## config.mk

```make
export PLATFORM = sky130hd
export DESIGN_NAME = dalu_pipe_flat
export DESIGN_NICKNAME = d
export VERILOG_FILES = /design/src/rtl/dalu_pipe_pkg.sv /design/src/rtl/dalu_pipe_if.sv /design/src/rtl/dalu_pipe_lane.sv /design/src/rtl/dalu_pipe.sv /design/src/flat_wrapper.sv
export SDC_FILE = /design/constraint.sdc
export NUM_CORES = 1
export LEC_CHECK = 0
export CELL_PAD_IN_SITES_DETAIL_PLACEMENT = 0
export CELL_PAD_IN_SITES_GLOBAL_PLACEMENT = 1
export CORE_ASPECT_RATIO = 0.5
export CORE_MARGIN = 1
export CORE_UTILIZATION = 48
export CTS_CLUSTER_DIAMETER = 60
export DETAILED_ROUTE_END_ITERATION = 7
export HOLD_SLACK_MARGIN = 0.05
export PLACE_DENSITY = 0.94
export SLEW_MARGIN = 20
export SYNTH_ARGS = -nofsm -noshare
export SYNTH_HDL_FRONTEND = slang
export SYNTH_SLANG_ARGS = --single-unit
export TNS_END_PERCENT = 10
```

## constraint.sdc

```tcl
create_clock -name clk -period 6.3 [get_ports clk]
set_input_delay 1.575 -clock clk [delete_from_list [all_inputs] [get_ports clk]]
set_output_delay 1.575 -clock clk [all_outputs]
set_load 0.005 [all_outputs]
```

## src/rtl/dalu_pipe_pkg.sv

```systemverilog
// Shared types and defaults for the pipelined affine dual ALU.
// Beat control word carried alongside each operand pair.
package affine;

  localparam int unsigned DEFAULT_W     = 8;
  localparam int unsigned DEFAULT_FRAC  = 7;
  localparam int unsigned DEFAULT_LANES = 2;

  typedef enum logic [1:0] {
    MODE_MUL  = 2'd0,
    MODE_MAC  = 2'd1,
    MODE_ADD  = 2'd2,
    MODE_RSVD = 2'd3
  } tMODE;

  typedef struct packed {
    tMODE mode;
    logic frac;
    logic sat;
    logic clr;
  } tDOP;

endpackage

```

## src/rtl/dalu_pipe_if.sv

```systemverilog
// Operand/result handshake bundle for dalu_pipe; slave is the ALU side.
interface dalu_pipe_if #(
  parameter int unsigned W     = affine::DEFAULT_W,
  parameter int unsigned LANES = affine::DEFAULT_LANES
) ();
  import affine::*;

  logic               in_valid;
  logic               in_ready;
  logic [LANES*W-1:0] a;
  logic [LANES*W-1:0] b;
  tDOP                op;
  logic               out_valid;
  logic               out_ready;
  logic [LANES*W-1:0] r;
  logic [LANES-1:0]   ovf;

  modport slave (
    input  in_valid, a, b, op, out_ready,
    output in_ready, out_valid, r, ovf
  );

  modport master (
    output in_valid, a, b, op, out_ready,
    input  in_ready, out_valid, r, ovf
  );

endinterface

```

## src/rtl/dalu_pipe_lane.sv

```systemverilog
// Per-lane post-multiply datapath: scale, add/accumulate, narrow with
// optional saturation, and next accumulator value. Purely combinational.
module dalu_lane
  import affine::*;
#(
  parameter int unsigned W    = DEFAULT_W,
  parameter int unsigned FRAC = DEFAULT_FRAC
) (
  input  logic signed [2*W-1:0] p,
  input  logic signed [2*W-1:0] p_nbr,
  input  logic                  add_nbr,
  input  tDOP                   op,
  input  logic signed [W-1:0]   acc,
  output logic [W-1:0]          r_c,
  output logic                  ovf_c,
  output logic signed [W-1:0]   acc_nxt_c
);

  localparam int unsigned PW = 2 * W;
  localparam int unsigned SW = 2 * W + 1;

  localparam logic signed [SW-1:0] S_MAX = {{(W + 2){1'b0}}, {(W - 1){1'b1}}};
  localparam logic signed [SW-1:0] S_MIN = {{(W + 2){1'b1}}, {(W - 1){1'b0}}};
  localparam logic [W-1:0]         R_MAX = {1'b0, {(W - 1){1'b1}}};
  localparam logic [W-1:0]         R_MIN = {1'b1, {(W - 1){1'b0}}};

  logic signed [PW-1:0] p_sh;
  logic signed [PW-1:0] pn_sh;
  logic signed [SW-1:0] m;
  logic signed [SW-1:0] m_nbr;
  logic signed [SW-1:0] acc_ext;
  logic signed [SW-1:0] s;
  logic                 hi;
  logic                 lo;
  logic [W-1:0]         narrow;

  // Arithmetic shift on the full-width product truncates toward -inf.
  always_comb begin
    p_sh    = p >>> FRAC;
    pn_sh   = p_nbr >>> FRAC;
    m       = op.frac ? SW'(p_sh) : SW'(p);
    m_nbr   = op.frac ? SW'(pn_sh) : SW'(p_nbr);
    acc_ext = SW'(acc);
  end

  always_comb begin
    s = m;
    unique case (op.mode)
      MODE_MAC: if (!op.clr) s = m + acc_ext;
      MODE_ADD: if (add_nbr) s = m + m_nbr;
      default:  s = m;
    endcase
  end

  always_comb begin
    hi     = s > S_MAX;
    lo     = s < S_MIN;
    ovf_c  = hi | lo;
    narrow = s[W-1:0];
    if (op.sat && hi) narrow = R_MAX;
    if (op.sat && lo) narrow = R_MIN;
    r_c    = narrow;
  end

  // Non-MAC beats only touch the accumulator when clearing it.
  always_comb begin
    acc_nxt_c = acc;
    if (op.mode == MODE_MAC) acc_nxt_c = $signed(narrow);
    else if (op.clr)         acc_nxt_c = '0;
  end

endmodule

```

## src/rtl/dalu_pipe.sv

```systemverilog
// Two-stage pipelined multi-lane fixed-point ALU (MUL / MAC / pairwise ADD)
// with a single global stall enable driven by the output handshake.
module dalu_pipe
  import affine::*;
#(
  parameter int unsigned W     = DEFAULT_W,
  parameter int unsigned FRAC  = DEFAULT_FRAC,
  parameter int unsigned LANES = DEFAULT_LANES
) (
  input  logic        clk,
  input  logic        rst,
  dalu_pipe_if.slave  io
);

  localparam int unsigned PW = 2 * W;

  logic                 advance;
  logic                 s1_valid;
  tDOP                  s1_op;
  logic signed [PW-1:0] s1_p [LANES];

  logic signed [W-1:0]  acc [LANES];
  logic [W-1:0]         lane_r [LANES];
  logic                 lane_ovf [LANES];
  logic signed [W-1:0]  lane_acc [LANES];
  logic signed [PW-1:0] prod [LANES];

  logic                 out_valid_q;
  logic [LANES*W-1:0]   r_q;
  logic [LANES-1:0]     ovf_q;

  assign advance      = !out_valid_q | io.out_ready;
  assign io.in_ready  = advance;
  assign io.out_valid = out_valid_q;
  assign io.r         = r_q;
  assign io.ovf       = ovf_q;

  for (genvar i = 0; i < LANES; i++) begin : g_lane
    localparam int unsigned NBR = (i % 2 == 0) ? i + 1 : i;

    logic signed [W-1:0] a_l;
    logic signed [W-1:0] b_l;
    logic                add_nbr;

    assign a_l     = io.a[i*W +: W];
    assign b_l     = io.b[i*W +: W];
    assign prod[i] = PW'(a_l) * PW'(b_l);
    assign add_nbr = (i % 2 == 0);

    dalu_lane #(.W(W), .FRAC(FRAC)) u_lane (
      .p        (s1_p[i]),
      .p_nbr    (s1_p[NBR]),
      .add_nbr  (add_nbr),
      .op       (s1_op),
      .acc      (acc[i]),
      .r_c      (lane_r[i]),
      .ovf_c    (lane_ovf[i]),
      .acc_nxt_c(lane_acc[i])
    );
  end

  // Stage 1: capture full-width products and the beat control.
  always_ff @(posedge clk) begin
    if (rst) begin
      s1_valid <= 1'b0;
      s1_op    <= '0;
      for (int i = 0; i < LANES; i++) s1_p[i] <= '0;
    end else if (advance) begin
      s1_valid <= io.in_valid;
      if (io.in_valid) begin
        s1_op <= io.op;
        for (int i = 0; i < LANES; i++) s1_p[i] <= prod[i];
      end
    end
  end

  // Stage 2: register results; accumulators move only with a real beat.
  always_ff @(posedge clk) begin
    if (rst) begin
      out_valid_q <= 1'b0;
      r_q         <= '0;
      ovf_q       <= '0;
      for (int i = 0; i < LANES; i++) acc[i] <= '0;
    end else if (advance) begin
      out_valid_q <= s1_valid;
      if (s1_valid) begin
        for (int i = 0; i < LANES; i++) begin
          r_q[i*W +: W] <= lane_r[i];
          ovf_q[i]      <= lane_ovf[i];
          acc[i]        <= lane_acc[i];
        end
      end
    end
  end

endmodule

```

## src/flat_wrapper.sv

```systemverilog
// flat-port wrapper written by rule: the top's interface ports become plain ports
module dalu_pipe_flat import affine::*;
#(
  parameter int unsigned W     = DEFAULT_W,
  parameter int unsigned FRAC  = DEFAULT_FRAC,
  parameter int unsigned LANES = DEFAULT_LANES
)
  (clk, rst, io_in_valid, io_a, io_b, io_op, io_out_ready, io_in_ready, io_out_valid, io_r, io_ovf);
  dalu_pipe_if #(.W(W), .LANES(LANES)) io_i ();
  input  logic clk;
  input  logic rst;
  input wire logic [$bits(io_i.in_valid)-1:0] io_in_valid;
  input wire logic [$bits(io_i.a)-1:0] io_a;
  input wire logic [$bits(io_i.b)-1:0] io_b;
  input wire logic [$bits(io_i.op)-1:0] io_op;
  input wire logic [$bits(io_i.out_ready)-1:0] io_out_ready;
  output wire logic [$bits(io_i.in_ready)-1:0] io_in_ready;
  output wire logic [$bits(io_i.out_valid)-1:0] io_out_valid;
  output wire logic [$bits(io_i.r)-1:0] io_r;
  output wire logic [$bits(io_i.ovf)-1:0] io_ovf;
  assign io_i.in_valid = io_in_valid;
  assign io_i.a = io_a;
  assign io_i.b = io_b;
  assign io_i.op = io_op;
  assign io_i.out_ready = io_out_ready;
  assign io_in_ready = io_i.in_ready;
  assign io_out_valid = io_i.out_valid;
  assign io_r = io_i.r;
  assign io_ovf = io_i.ovf;
  dalu_pipe #(.W(W), .FRAC(FRAC), .LANES(LANES)) u_core (.clk(clk), .rst(rst), .io(io_i));
endmodule
```

==> flow_summary.yaml, run 1 <==
power:
  power_leakage_uw: 0.00557
  irDropWorstVdd_mv: 0.192
  power.density_nw_per_um2: 327
clocking:
  ctsResizeCount: 0
  ctsHoldBuffers: 0
  cts_tree: "done"
  cts.clk_slew.worst_paths_ns: 0.07
  cts_root_buf: "clkbuf_16"
  cts_setup_buffers: 0
  cts_buffers: 9
  htreeDepth: 3
  clockBufferDepth: 2
  clock_latency_ns: 0.35
  clock-sinks: 73
routing:
  drc_errors: 0
  first_pass_iters: 5
  drt_wl_total_um: 26400
  vias: 9029
  via_per_inst: 5.54
  first_iter_violations: 724
  wl_per_cell_um: 16.2
  drtAntennaViolNets: 0
finish:
  area_growth_syn_to_layout_pct: 14.9
  diodes: 0
  fillers: 1940
  design_area_um2: 12300
  layout-drive-gt1-share_pct: 7.29
  final_nets: 1587
logic_synthesis:
  synth_top_area_share_pct: 21.1
  synth_area_um2: 10700
  synthAdderAreaFrac_pct: 33.8
  synth_top_family_by_area: "adder cells"
  yosys.area_share.simple_pct: 19.1
  synthDistinctLibCells: 68
  synth_xor_area_share_pct: 4.42
  synth_commonest_cells: "inv_1 (175), fa_1 (113), ha_1 (108), nand2_1 (106), nor2_1 (96)"
  synth_area_leaders: "fa_1 (21%), edfxtp_1 (13%), ha_1 (13%)"
  async_reset_ff_share_pct: 0
  synth-edff-count: 48
  synth-main-ff-cell: "edfxtp_1"
  ys_ff_latch: 73
  avgSynthCellArea_um2: 8.73
  ys_warn_count: 0
  ys_seq_area_share_pct: 18.1
  syn-num-nets: 1488
  synth_mux_area_share_pct: 2.23
  synth_compound_area_share_pct: 15.3
  synthCells: 1226
  synth_area_leader_cell: "fa_1"
  synth_most_common_cell: "inv_1"
die:
  die_x_um: 213
  dieArea_um2: 22900
  dieHeight_um: 108
  start_util_pct: 49.1
  num_io_pins: 61
  fp-row-count: 38
  core_um2: 21800
worst_setup_path:
  crit_family: "adder cells"
  required_ns: 6.38
  critPathArrivalTime_ns: 6.17
  critPathMaxFanout: 5
  cp_common_cell: "fa_1"
  path_buf_inv: 3
  crit_type: "primary input to flop"
  cp_slowest_cell: "fa_1"
  crit_start: "io_b[12]"
  r2r_start: "u_core.s1_op[2]"
  worstPathCellList: "clkdlybuf4s50_1 > and2_1 > fa_1 > inv_1 > fa_1 > fa_1 > fa_1 > inv_1 > ha_1 > nor2b_1 > o21ai_0 > a21boi_0 > o21ai_0 > nand2b_1 > a21o_1 > a21oi_1 > o21ai_0 > xnor2_1 > nor2_1"
  end_kind: "flop"
  worstSetupStartpointType: "primary input"
  slowest_delay_ns: 0.55
sta:
  rsz0062_at_grt: "yes"
  worst_slack_ns: 0.210
  fin_crit_ns: 6.09
  setup_viol: 0
  period_share_pct: 96.7
  relSlewSlack_pct: 36.8
  fmax_mhz: 164
  final-max-slew-violation-count: 0
  hold_viol_final: 0
  worst_slew_pin_slew_ns: 0.938
  clock_skew_ns: 0.0133
place:
  detailed_place_hpwl_um: 21900
  pre_cts_ws_ns: -0.128
  portBuffers: 60
  gp_congestion: 0.926
  place_area_um2: 12000
hold_path:
  hold_start: "u_core.io.r[4]"
  hold_class: "flop to flop"
outcome:
  outcome: "complete, no violations"
global_routing:
  gr-usage-all-layers_pct: 24.4
  grt_pass1_vias: 9112
  antenna_found_initial: 0
  grt_pass1_wl_um: 44000
  grt_max_degree: 36
  gr-total-overflow: 0
run:
  cap_violations: 0
[registers in the layout, summed over array words and instances, names as in the netlist]
name	cells
u_core.s1_p	32
u_core.io.ovf	2
u_core.io.out_valid	1
u_core.acc	16
u_core.io.r	16
u_core.s1_valid	1
u_core.s1_op	5
[worst register-to-register path, cell delays in order (launching register included)]
cell,delay [ns]
dfxtp_1,0.31
buf_4,0.30
mux2_2,0.43
ha_1,0.23
inv_1,0.08
fa_1,0.17
nor2b_1,0.07
o31a_1,0.34
o31ai_1,0.46
mux2i_1,0.24
nor2_1,0.08
or4_1,0.52
nor4_2,0.28
o31ai_2,0.23
a211oi_1,0.48
nor2_1,0.07
[through the flow]
| stage | setup TNS (ns) | total power, µW | instances | hold slack, ns | util (%) |
|---|---|---|---|---|---|
| 3_3_place_gp | -0.0184 | 3370 | 1614 | 0.434 | 55.0 |
| 2_1_floorplan | 0 | 2720 | 1226 | 0.446 | - |
| 5_1_grt | -0.0475 | 4420 | 1630 | 0.496 | 56.5 |
| 4_1_cts | 0 | 4010 | 1630 | 0.455 | 56.4 |
| 3_5_place_dp | -0.500 | 3460 | 1614 | 0.441 | 55.0 |
| 6_report | 0 | 4020 | 1630 | 0.452 | 56.5 |
[worst paths after layout]
kind	endpoint	slack, ns	cells after the start
max	u_core.s1_p[0][30]	0.21	19
min	u_core.io.r[4]	0.45	2
max reg2reg	u_core.acc[0][9]	1.75	15
min reg2reg	u_core.io.r[4]	0.45	2
[cell usage in the layout, fill, tap and decap left out, types with 5 or more instances in the layout]
| master | n |
|---|---|
| a211oi_1 | 19 |
| a21o_1 | 17 |
| a21oi_1 | 56 |
| a22o_1 | 7 |
| and2_1 | 94 |
| and3_1 | 10 |
| buf_4 | 53 |
| clkbuf_16 | 9 |
| clkdlybuf4s50_1 | 58 |
| dfxtp_1 | 25 |
| edfxtp_1 | 48 |
| fa_1 | 113 |
| ha_1 | 108 |
| inv_1 | 175 |
| mux2_2 | 15 |
| mux2i_1 | 7 |
| nand2_1 | 106 |
| nand2b_1 | 29 |
| nand3_1 | 10 |
| nand4_1 | 12 |
| nor2_1 | 95 |
| nor2b_1 | 12 |
| nor3_1 | 20 |
| o211ai_1 | 7 |
| o21a_1 | 12 |
| o21ai_0 | 62 |
| o21bai_1 | 7 |
| o31ai_1 | 5 |
| xnor2_1 | 36 |
| xor2_1 | 18 |
[power breakdown]
group	switching (µW)	leakage (µW)	internal, µW
sequential	70.3	0.000721	618
clock	215	0.000150	310
combinational	1560	0.00470	1250
[routing by layer]
metal / GRT usage (%) / wire (µm)
met1: 33.0 / 12100
met4: 5.87 / 335
met5: 0 / 0
met3: 3.41 / 1440
met2: 41.2 / 12600
[area by class of cell]
cell class | count | area, µm² | share of cell area, %
Clock buffer | 9 | 225 | 1.83
Clock inverter | 7 | 78.8 | 0.641
Sequential cell | 73 | 1940 | 15.8
Inverter | 175 | 657 | 5.34
Multi-Input combinational cell | 953 | 8020 | 65.2
Timing Repair Buffer | 113 | 1000 | 8.16
Tap cell | 300 | 375 | 3.05
[logic make-up after synthesis]
group | after synthesis
mux | 22
buf+inv | 200
simple gates | 409
compound gates | 247
flops | 73
fa+ha+maj | 221
xor+xnor | 54
(Power assumes the default switching activity.)
==> run 2, diff against run 1 <==
CTS_CLUSTER_SIZE = 40   (was not set)
==> results of run 2 <==
Same layout as run 1: the final DEF is identical, and so are final timing and power.
